==> config.mk <==
export PLATFORM = sky130hd
export DESIGN_NAME = signed_digit_decomp_pipe
export DESIGN_NICKNAME = d
export VERILOG_FILES = /design/src/rtl/signed_digit_decomp_pipe_pkg.sv /design/src/rtl/signed_digit_decomp_pipe_digit_stage.sv /design/src/rtl/signed_digit_decomp_pipe.sv
export SDC_FILE = /design/constraint.sdc
export NUM_CORES = 1
export LEC_CHECK = 0
export BUFFER_PORTS_ARGS = -buffer_cell sky130_fd_sc_hd__buf_2
export CORE_MARGIN = 3
export CORE_UTILIZATION = 40
export DETAILED_ROUTE_END_ITERATION = 10
export PLACE_DENSITY = 0.62
export SYNTH_ARGS = -nofsm -noshare
export SYNTH_HDL_FRONTEND = slang
export SYNTH_SLANG_ARGS = --single-unit
==> constraint.sdc <==
create_clock -name clk -period 18.41 [get_ports clk]
set_input_delay 3.682 -clock clk [delete_from_list [all_inputs] [get_ports clk]]
set_output_delay 3.682 -clock clk [all_outputs]
set_load 0.02 [all_outputs]
==> src/rtl/signed_digit_decomp_pipe_pkg.sv <==
// Shared defaults and derived constants for the signed-digit decomposer.
`ifndef DATA_SIZE_ARB
`define DATA_SIZE_ARB 32
`endif
`ifndef MODULUS
`define MODULUS 132120577
`endif

package signed_digit_decomp_pipe_pkg;

    localparam int unsigned DEFAULT_DATA_W   = `DATA_SIZE_ARB;
    localparam int unsigned DEFAULT_Q        = `MODULUS;
    localparam int unsigned DEFAULT_BASE_LOG = 7;
    localparam int unsigned DEFAULT_DIGITS   = 4;

    function automatic int unsigned halfQ(input int unsigned q);
        return q >> 1;
    endfunction

    // A negative digit r - B is emitted as r + (Q - B).
    function automatic int unsigned liftConst(input int unsigned q, input int unsigned baseLog);
        return q - (32'd1 << baseLog);
    endfunction

    localparam int unsigned HALF_Q         = halfQ(DEFAULT_Q);
    localparam int unsigned LIFT_Q_MINUS_B = liftConst(DEFAULT_Q, DEFAULT_BASE_LOG);

endpackage

==> src/rtl/signed_digit_decomp_pipe_digit_stage.sv <==
// One balanced-digit extract/carry/lift stage with its elastic pipeline register.
module sdd_digit_stage
    import signed_digit_decomp_pipe_pkg::*;
#(
    parameter int unsigned DATA_W   = DEFAULT_DATA_W,
    parameter int unsigned Q        = DEFAULT_Q,
    parameter int unsigned BASE_LOG = DEFAULT_BASE_LOG,
    parameter int unsigned DIGITS   = DEFAULT_DIGITS,
    parameter int unsigned IDX      = 0,
    parameter bit          LAST     = 1'b0
) (
    input  logic                       clk,
    input  logic                       rst,
    input  logic                       inValid,
    output logic                       inReady,
    input  logic signed [DATA_W:0]     inRem,
    input  logic [DIGITS*DATA_W-1:0]   inDigits,
    input  logic                       inLast,
    input  logic                       inErr,
    output logic                       outValid,
    input  logic                       outReady,
    output logic signed [DATA_W:0]     outRem,
    output logic [DIGITS*DATA_W-1:0]   outDigits,
    output logic                       outLast,
    output logic                       outErr
);

    localparam logic [DATA_W-1:0] LIFT = DATA_W'(liftConst(Q, BASE_LOG));

    logic [BASE_LOG-1:0]       r;
    logic                      neg;
    logic [DATA_W-1:0]         digit;
    logic signed [DATA_W:0]    shifted;
    logic signed [DATA_W:0]    nextRem;
    logic [DIGITS*DATA_W-1:0]  nextDigits;

    logic                      validQ;
    logic signed [DATA_W:0]    remQ;
    logic [DIGITS*DATA_W-1:0]  digitsQ;
    logic                      lastQ;
    logic                      errQ;

    // The top bit of r is both the carry and the sign of the final digit.
    always_comb begin
        r       = inRem[BASE_LOG-1:0];
        neg     = r[BASE_LOG-1];
        digit   = {{(DATA_W-BASE_LOG){1'b0}}, r};
        if (neg) begin
            digit = digit + LIFT;
        end
        shifted = inRem >>> BASE_LOG;
        nextRem = LAST ? '0 : shifted + $signed({{DATA_W{1'b0}}, neg});
        nextDigits = inDigits;
        nextDigits[IDX*DATA_W +: DATA_W] = digit;
    end

    assign inReady = !validQ | outReady;

    always_ff @(posedge clk or posedge rst) begin
        if (rst) begin
            validQ  <= 1'b0;
            remQ    <= '0;
            digitsQ <= '0;
            lastQ   <= 1'b0;
            errQ    <= 1'b0;
        end else if (inReady) begin
            validQ <= inValid;
            if (inValid) begin
                remQ    <= nextRem;
                digitsQ <= nextDigits;
                lastQ   <= inLast;
                errQ    <= inErr;
            end
        end
    end

    assign outValid  = validQ;
    assign outRem    = remQ;
    assign outDigits = digitsQ;
    assign outLast   = lastQ;
    assign outErr    = errQ;

endmodule

==> src/rtl/signed_digit_decomp_pipe.sv <==
// Elastic signed-digit (gadget) decomposer: centre stage plus DIGITS digit stages.
// Optional input range check enabled by defining DECOMP_RANGE_CHECK_EN.
module signed_digit_decomp_pipe
    import signed_digit_decomp_pipe_pkg::*;
#(
    parameter int unsigned DATA_W   = DEFAULT_DATA_W,
    parameter int unsigned Q        = DEFAULT_Q,
    parameter int unsigned BASE_LOG = DEFAULT_BASE_LOG,
    parameter int unsigned DIGITS   = DEFAULT_DIGITS
) (
    input  logic                      clk,
    input  logic                      rst,
    input  logic                      in_valid,
    output logic                      in_ready,
    input  logic [DATA_W-1:0]         in_data,
    input  logic                      in_last,
    output logic                      out_valid,
    input  logic                      out_ready,
    output logic [DIGITS*DATA_W-1:0]  out_digits,
    output logic                      out_last,
    output logic                      out_err
);

    localparam logic [DATA_W-1:0] Q_V          = DATA_W'(Q);
    localparam logic [DATA_W-1:0] CENTRE_LIMIT = DATA_W'(halfQ(Q));

    if (DIGITS * BASE_LOG < $clog2(Q) + 1) begin : gErrDigits
        $error("DIGITS*BASE_LOG too small for Q");
    end
    if (BASE_LOG < 2) begin : gErrBase
        $error("BASE_LOG must be at least 2");
    end
    if ((64'(Q) >> DATA_W) != 64'd0) begin : gErrWidth
        $error("Q must be below 2**DATA_W");
    end

    logic [DIGITS+1:0]          stageReady;
    logic [DIGITS:0]            stageValid;
    logic signed [DATA_W:0]     remChain [DIGITS+1];
    logic [DIGITS*DATA_W-1:0]   digChain [DIGITS+1];
    logic [DIGITS:0]            lastChain;
    logic [DIGITS:0]            errChain;

    logic signed [DATA_W:0]     centred;
    logic                       rangeErr;
    logic                       s0Valid;
    logic signed [DATA_W:0]     s0Rem;
    logic                       s0Last;
    logic                       s0Err;
    logic                       unusedRem;

    always_comb begin
        if (in_data < CENTRE_LIMIT) begin
            centred = $signed({1'b0, in_data});
        end else begin
            centred = $signed({1'b0, in_data} - {1'b0, Q_V});
        end
    end

`ifdef DECOMP_RANGE_CHECK_EN
    assign rangeErr = (in_data >= Q_V);
`else
    assign rangeErr = 1'b0;
`endif

    assign stageReady[0]        = !s0Valid | stageReady[1];
    assign stageReady[DIGITS+1] = out_ready;
    assign in_ready             = stageReady[0];

    always_ff @(posedge clk or posedge rst) begin
        if (rst) begin
            s0Valid <= 1'b0;
            s0Rem   <= '0;
            s0Last  <= 1'b0;
            s0Err   <= 1'b0;
        end else if (stageReady[0]) begin
            s0Valid <= in_valid;
            if (in_valid) begin
                s0Rem  <= centred;
                s0Last <= in_last;
                s0Err  <= rangeErr;
            end
        end
    end

    assign stageValid[0] = s0Valid;
    assign remChain[0]   = s0Rem;
    assign digChain[0]   = '0;
    assign lastChain[0]  = s0Last;
    assign errChain[0]   = s0Err;

    for (genvar k = 1; k <= DIGITS; k++) begin : gStage
        sdd_digit_stage #(
            .DATA_W   (DATA_W),
            .Q        (Q),
            .BASE_LOG (BASE_LOG),
            .DIGITS   (DIGITS),
            .IDX      (k - 1),
            .LAST     (k == DIGITS)
        ) uStage (
            .clk       (clk),
            .rst       (rst),
            .inValid   (stageValid[k-1]),
            .inReady   (stageReady[k]),
            .inRem     (remChain[k-1]),
            .inDigits  (digChain[k-1]),
            .inLast    (lastChain[k-1]),
            .inErr     (errChain[k-1]),
            .outValid  (stageValid[k]),
            .outReady  (stageReady[k+1]),
            .outRem    (remChain[k]),
            .outDigits (digChain[k]),
            .outLast   (lastChain[k]),
            .outErr    (errChain[k])
        );
    end

    assign unusedRem  = ^remChain[DIGITS];
    assign out_valid  = stageValid[DIGITS];
    assign out_digits = digChain[DIGITS];
    assign out_last   = lastChain[DIGITS];
    assign out_err    = errChain[DIGITS];

endmodule
==> impl_results.md, run 1 <==
- R2R cell count: 7
- DRC viols: 0
- Crit path max fanout: 4
- Top FF cell, synth: dfrtp_1
- Critical-path cell list: buf_2, and4b_1, nand3_1, buf_2
- Average routed wire per standard cell: about 13 µm
- Clk slew on worst S/H paths: around 0.05 ns
- Reg2reg end: gStage[1].uStage.outRem[14]
- Clock latency on the worst-skew pair: approximately 0.51 ns
- WP depth: 4
- Final setup vio count: 0
- Total routed wirelength: 20.4 mm
- Post-Syn Instances: about 1200
- # H-tree levels: 1
- Top-area cell type share of the netlist area: 51.3%
- Via Count: between 7000 and 8000
- Worst slew pin tran: 1.12 ns
- Largest cells by area after synthesis: dfrtp_1 (51%), nand2_1 (16%), buf_4 (9.0%)
- Worst path slowest cell: and4b_1
- Nets: between 1000 and 1500
- Worst EP required: 14.73 ns
- Final hold vios: 0
- Clock Power Share: 27.8%
- VDD IR-drop max: about 0.000076 V
- TritonCTS clock tree: built
- Die width: about 170 µm
- Tmin final: 8.16 ns
- Layout fillers: 2595
- Antenna Nets Post-Route: 0
- Core ar.: 26200 µm²
- Final core area utilization: between 40 and 50%
- CP endpoint: in_ready
- Setup crit end kind: output pin
- Largest net degree at the start of global routing: between 90 and 100
- Max Freq: roughly 120 MHz
- Worst path bufs/invs: 2
- Initial antenna violation count: 0
- Vias/cell: 4.70
- Setup Buffers After CTS: 0
- IO buf count: about 150
- Post-route setup TNS: 0 ns
- Post-synth ARST share: 100%
- Worst relative slew slack: 25.1%
- Initial core utilization: approximately two fifths
- Setup Crit Path Kind: in -> out
- Multi-input logic area: a little over 4000 µm²
- Final Slew Violations: 0
- Switching power: 0.000630 W
- Antenna diode count: 0
- Delay-heaviest family, CP: simple AND/OR/NAND/NOR gates
- Mean Syn Cell Area: around 8.9 µm²
- Vias in the first global route: just under 7000
- DIE AREA: 28800 µm²
- Hpwl dp: around 14 mm
- Clock Skews: approximately 0.0063 ns
- First-pass GRT wire length: 34.1 mm
- Netlist Area Pre-Place: roughly 11000 µm²
- Floorplan die height: about 170 µm
- Power density over the cells: approximately 150 nW/µm²
- Number of synthesized flops with an enable pin: 0
- Register area: between 5000 and 6000 µm²
- Flops & latches, synth: 220
- GRT overflow: 0
- CTS Buf Count: 24
- GP Congestion: between 0.7 and 0.8
- Seq pwr share: between 40% and 50%
- Drt initial violations: between 400 and 500
- First-pass DRT Iterations: 5
- Worst R2R Setup Slack: 16.03 ns
- Cell mode on critical path: buf_2
- Root buffer cell: clkbuf_16
- Lkg Pwr: about 5.9 nW
- Fin crit share: between 40% and 50%
- Hold buffer count at cts: 0
- CP startpoint kind: input pin
- WP data arrival: ~4.5 ns
- Area grow syn2layout: 8.86%
- Unique masters post-synth: 46
- Worst setup path start: out_ready
- GRT Util Overall: between 10% and 20%
- YS warnings: 0
- Sequential-to-total area share from yosys stat: about half
- Cell Int Power: between 0.001 and 0.0015 W
- Critical Path Max Stage Delay: around 0.35 ns
- MaxCap Viol Count: 0
- Reg-to-reg critical path startpoint: s0Rem[6]
- # clock sinks: between 200 and 250
- # IOs: 169
- Ratio of cells with drive above 1 in the final layout: 16.5%
- Sw frac: a little over a third
- Largest area contributor in the netlist: dfrtp_1
- RSZ-0062 raised after global routing: false
- Outcome: finished, final reports clean
- Max clock buf depth: 3
- Comb pwr share: between 20% and 30%
- # resized after CTS: 0
- Rows: 59
- Hold Crit Class: reg -> reg
## how the worst min path moves through the flow
stage                                         startpoint  slack (ns)                              to  cells after the start
after detailed placement   gStage[1].uStage.outDigits[0]        0.45   gStage[2].uStage.outDigits[0]                      2
after global placement    gStage[2].uStage.outDigits[53]        0.45  gStage[3].uStage.outDigits[53]                      2
after global routing      gStage[2].uStage.outDigits[53]        0.49  gStage[3].uStage.outDigits[53]                      2
after floorplan                                   s0Last        0.44        gStage[1].uStage.outLast                      2
final                     gStage[2].uStage.outDigits[46]        0.46  gStage[3].uStage.outDigits[46]                      2
after CTS                 gStage[3].uStage.outDigits[49]        0.46  gStage[4].uStage.outDigits[49]                      2
## power groups by stage
| stage | Combinational (W) | Clock [W] | Sequential, W |
|---|---|---|---|
| after global routing | 0.000548 | 0.000514 | 0.000789 |
| final | 0.000485 | 0.000480 | 0.000764 |
| after global placement | 0.000483 | 0 | 0.000767 |
| after floorplan | 0.000490 | 0 | 0.000739 |
| after detailed placement | 0.000492 | 0 | 0.000774 |
| after CTS | 0.000494 | 0.000494 | 0.000765 |
## stage by stage
stage	setup slack (ns)	area (µm²)	total power, W	hold WS, ns	cells
floorplan	8.71	10800	0.00123	0.439	1231
global placement	10.32	10900	0.00125	0.446	1542
detailed placement	10.28	10900	0.00127	0.450	1542
CTS	10.27	11700	0.00175	0.464	1586
global route	10.24	11700	0.00185	0.489	1586
finish	10.25	11700	0.00173	0.464	1586
## synth_stat cells (2+ instances only)
library cell and number:
nand2b_1 5, o211ai_1 13, nand4_1 17, nor2_1 27
nor4_1 4, o21ai_0 95, nor3_1 9, and2_1 4
a31oi_1 8, clkbuf_1 47, and4_1 6, a21o_1 5
or3_1 3, and3_1 10, o31ai_1 2, xor2_1 55
buf_4 129, mux2i_1 6, or4_1 5, nand2_1 460
buf_2 2, dfrtp_1 220, ha_1 11, inv_1 6
xnor2_1 20, nand3_1 22
## state kept, by name, summed over array words and instances (netlist names)
name	cells
gStage.uStage.outDigits	140
gStage.uStage.outRem	42
s0Rem	28
gStage.uStage.outLast	4
gStage.uStage.outValid	4
s0Last	1
s0Valid	1
## logic make-up (layout without fill, tap and decap cells)
logic type | after synthesis | count (layout) | share of synthesized area [%]
compound gates | 127 | 127 | 6.63
xor+xnor | 75 | 75 | 6.12
fa+ha+maj | 11 | 11 | 1.28
buf+inv | 186 | 206 | 11.1
flops | 220 | 220 | 51.3
mux | 7 | 7 | 0.665
other cells | 1 | 21 | 0.0350
simple gates | 584 | 584 | 22.8
## cells in the final DEF (no fill, tap or decap), types with 2 or more instances in the layout
cell type / count
a21o_1: 5
a31oi_1: 8
and2_1: 4
and3_1: 10
and4_1: 6
buf_2: 147
buf_4: 9
bufinv_16: 2
clkbuf_1: 6
clkbuf_16: 24
clkbuf_8: 6
clkinv_2: 5
conb_1: 21
dfrtp_1: 220
ha_1: 11
inv_1: 5
mux2i_1: 6
nand2_1: 458
nand2_2: 2
nand2b_1: 5
nand3_1: 22
nand4_1: 17
nor2_1: 27
nor3_1: 9
nor4_1: 4
o211ai_1: 13
o21ai_0: 95
o31ai_1: 2
or3_1: 3
or4_1: 5
xnor2_1: 20
xor2_1: 55
## final cells by class
type / instances / area share (%)
well taps: 335 / 3.59
multi-input cells: 825 / 35.2
clock buffers: 36 / 6.04
clock inverters: 8 / 0.868
inverters: 6 / 0.257
flip-flops and latches: 220 / 47.1
repair buffers: 156 / 6.88
## layer usage
metal	track usage (%)	routed length (µm)	share of wire (%)	vias up
li1	-	-	-	3831
met1	21.4	10800	53	3424
met2	20.8	8400	41	176
met3	2.07	992	4.9	22
met4	3.34	284	1.4	0
met5	0	0	0	-
## worst min-delay path: stages (launching register included)
cell and delay (ns):
dfrtp_1 0.34, nand2_1 0.05, nand2_1 0.05
Note: power is estimated with default switching activity, not from simulation.
==> run 2, diff against run 1 <==
ABC_AREA = 1   (was default)
PLACE_DENSITY = 0.64   (was 0.62)
clock period = 7 ns   (was 18.41 ns; I/O delays follow)
==> impl_results.md, run 2 <==
- WP data arrival: 2.21 ns (was 4.48 ns)
- Critical-path cell list: buf_2, nor2_4, nand4_2, inv_2, nand2_2, buf_2 (was buf_2, and4b_1, nand3_1, buf_2)
- Floorplan die height: 173 µm (was 170 µm)
- Tmin final: 3.61 ns
- Largest area contributor in the netlist: dfrtp_1 (unchanged)
- DRC viols: 0 (unchanged)
- # resized after CTS: 0 (unchanged)
- CTS Buf Count: 24 (unchanged)
- Largest net degree at the start of global routing: 85 (was 99)
- Root buffer cell: clkbuf_16 (unchanged)
- Lkg Pwr: 6.13 nW (was 5.90 nW)
- Worst slew pin tran: 1.03 ns (was 1.12 ns)
- Antenna Nets Post-Route: 0 (unchanged)
- # H-tree levels: 1 (unchanged)
- # IOs: 169 (unchanged)
- Clk slew on worst S/H paths: 0.06 ns (was 0.05 ns)
- Post-route setup TNS: 0 ns (unchanged)
- Unique masters post-synth: 35 (was 46)
- Most frequent cells in the layout: nand2_1 (389), dfrtp_1 (220), buf_2 (147) (was nand2_1 (458), dfrtp_1 (220), buf_2 (147))
- Setup Buffers After CTS: 0 (unchanged)
- Final hold vios: 0 (unchanged)
- MaxCap Viol Count: 0 (unchanged)
- Worst path slowest cell: buf_2 (was and4b_1)
- Most common cell in the netlist: nand2_1 (unchanged)
- Layout fillers: 2693 (was 2595)
- TritonCTS clock tree: built (unchanged)
- Setup Crit Path Kind: in -> out (unchanged)
- Nets: 1440 (was 1281)
- Top-area cell type share of the netlist area: 49.6% (was 51.3%)
- Top FF cell, synth: dfrtp_1 (unchanged)
- Multi-input logic area: 3990 µm² (was 4110 µm²)
- Area grow syn2layout: 9.13% (was 8.86%)
- Worst slack, placed: 3.39 ns (was 10.28 ns)
- Vias in the first global route: 7421 (was 6755)
- Die width: 173 µm (was 170 µm)
- Hold buffer count at cts: 0 (unchanged)
- Average routed wire per standard cell: 12.1 µm (was 12.9 µm)
- Ratio of cells with drive above 1 in the final layout: 15.9% (was 16.5%)
- CP startpoint kind: input pin (unchanged)
- Outcome: finished, final reports clean (unchanged)
- Max clock buf depth: 3 (unchanged)
- Delay-heaviest family, CP: simple AND/OR/NAND/NOR gates (unchanged)
- Sequential-to-total area share from yosys stat: 49.6% (was 51.3%)
- Max FFs per register: 140 (unchanged)
- GP Congestion: 0.840 (was 0.785)
- Clock latency on the worst-skew pair: 0.50 ns (was 0.51 ns)
- Setup crit end kind: output pin (unchanged)
- Via Count: 8107 (was 7453)
- Crit path max fanout: 4 (unchanged)
- GRT overflow: 0 (unchanged)
- Worst relative slew slack: 31.7% (was 25.1%)
- Initial core utilization: 41.0% (was 40.9%)
- Worst path bufs/invs: 3 (was 2)
- First-pass DRT Iterations: 8 (was 5)
- # clock sinks: 220 (unchanged)
- Max Freq: 277 MHz
- Worst EP required: 5.60 ns (was 14.73 ns)
- Cell mode on critical path: buf_2 (unchanged)
- First-pass GRT wire length: 37.1 mm (was 34.1 mm)
- DIE AREA: 29800 µm² (was 28800 µm²)
- Post-synth ARST share: 100% (unchanged)
- VDD IR-drop max: 0.000219 V (was 0.0000757 V)
- Hpwl dp: 15.4 mm (was 13.8 mm)
- Critical Path Max Stage Delay: 0.18 ns (was 0.35 ns)
- Flops & latches, synth: 220 (unchanged)
- Drt initial violations: 439 (was 481)
- Final worst setup slack: 3.39 ns (was 10.25 ns)
- Largest cells by area after synthesis: dfrtp_1 (50%), nand2_1 (13%), buf_4 (8.7%) (was dfrtp_1 (51%), nand2_1 (16%), buf_4 (9.0%))
- Rows: 60 (was 59)
- Seq pwr share: 40.4% (was 44.2%)
- Comb pwr share: 34.1% (was 28.0%)
- IO buf count: 147 (unchanged)
- Cell Int Power: 0.00315 W (was 0.00110 W)
- Mean Syn Cell Area: 8.14 µm² (was 8.86 µm²)
- Number of synthesized flops with an enable pin: 0 (unchanged)
- Fin crit share: between 50% and 60%
- Antenna diode count: 0 (unchanged)
- Clock Skews: 0.00909 ns (was 0.00627 ns)
- YS warnings: 0 (unchanged)
- Final setup vio count: 0 (unchanged)
- Total routed wirelength: 21.5 mm (was 20.4 mm)
- Switching power: 0.00203 W (was 0.000630 W)
- Power density over the cells: 428 nW/µm² (was 148 nW/µm²)
- Post-Syn Instances: 1364 (was 1211)
- Clock Power Share: 25.5% (was 27.8%)
- Final Slew Violations: 0 (unchanged)
- GRT Util Overall: 14.4% (was 13.9%)
- Initial antenna violation count: 0 (unchanged)
- Sw frac: 39.2% (was 36.4%)
- Core ar.: 27100 µm² (was 26200 µm²)
- Vias/cell: 4.55 (was 4.70)
- Most common cell after layout, fill and taps aside: nand2_1 (unchanged)
- Register area: 5510 µm² (unchanged)
- Netlist Area Pre-Place: 11100 µm² (was 10700 µm²)
- Hold Crit Class: reg -> reg (unchanged)
- Post-synth top cells: nand2_1 (389), dfrtp_1 (220), o21ai_0 (131) (was nand2_1 (460), dfrtp_1 (220), buf_4 (129))
- RSZ-0062 raised after global routing: false (unchanged)
==> run 2: layout make-up <==
class	count	area share, %
Timing Repair Buffer	154	6.50
Multi-Input combinational cell	856	32.9
Sequential cell	220	45.4
Clock inverter	12	1.22
Tap cell	372	3.84
Inverter	136	4.24
Clock buffer	32	5.87
==> run 2: worst register-to-register path, stage by stage, from the launching register on <==
cell and delay, ns:
dfrtp_1 0.38, inv_2 0.08, nor2_4 0.05, nand4_2 0.12, nand2_1 0.56, inv_2 0.73, nand2_1 0.13, or2_2 0.32
o21ai_1 0.08
==> run 2: final timing paths <==
check	start	endpoint	slack [ns]	cells after the start
min in group asynchronous	rst	gStage[2].uStage.outDigits[19]	1.12	3
worst max register to register	gStage[4].uStage.outValid	gStage[1].uStage.outDigits[13]	4.47	8
max in group asynchronous	rst	gStage[1].uStage.outValid	4.34	4
worst max-delay path	out_ready	in_ready	3.39	6
worst min register to register	gStage[4].uStage.outDigits[32]	gStage[4].uStage.outDigits[32]	0.47	2
worst min-delay path	gStage[4].uStage.outDigits[32]	gStage[4].uStage.outDigits[32]	0.47	2
==> run 2: metrics by stage <==
stage	total power, W	std cells	instance area, µm²	hold slack, ns	utilization, %
after floorplan	0.00376	1384	11200	0.442	-
after global placement	0.00387	1738	11300	0.454	41.6
after detailed placement	0.00391	1738	11300	0.454	41.6
after CTS	0.00526	1782	12100	0.470	44.7
after global routing	0.00560	1782	12100	0.498	44.7
final	0.00519	1782	12100	0.466	44.7
==> run 2: routing by layer <==
layer	vias to the layer above	share of wire [%]	track usage, %
met5	-	0	0
li1	4241	-	-
met3	26	5.3	2.22
met1	3654	51	22.3
met4	0	1.6	3.28
met2	186	42	21.1
==> run 2: cell families after synthesis <==
family                   share of synthesized area (%)
AND/OR/NAND/NOR                                   22.0
buffers and inverters                             15.2
XOR/XNOR                                          2.68
other                                           0.0338
flip-flops                                        49.6
adder cells (fa/ha/maj)                           1.24
AO/OA/AOI/OAI                                     9.26
==> run 2: power groups by stage <==
stage	clock, W	combinational, W	sequential [W]
6_report	0.00132	0.00177	0.00209
5_1_grt	0.00142	0.00201	0.00218
4_1_cts	0.00136	0.00180	0.00210
3_5_place_dp	0	0.00179	0.00212
3_3_place_gp	0	0.00176	0.00211
2_1_floorplan	0	0.00171	0.00204
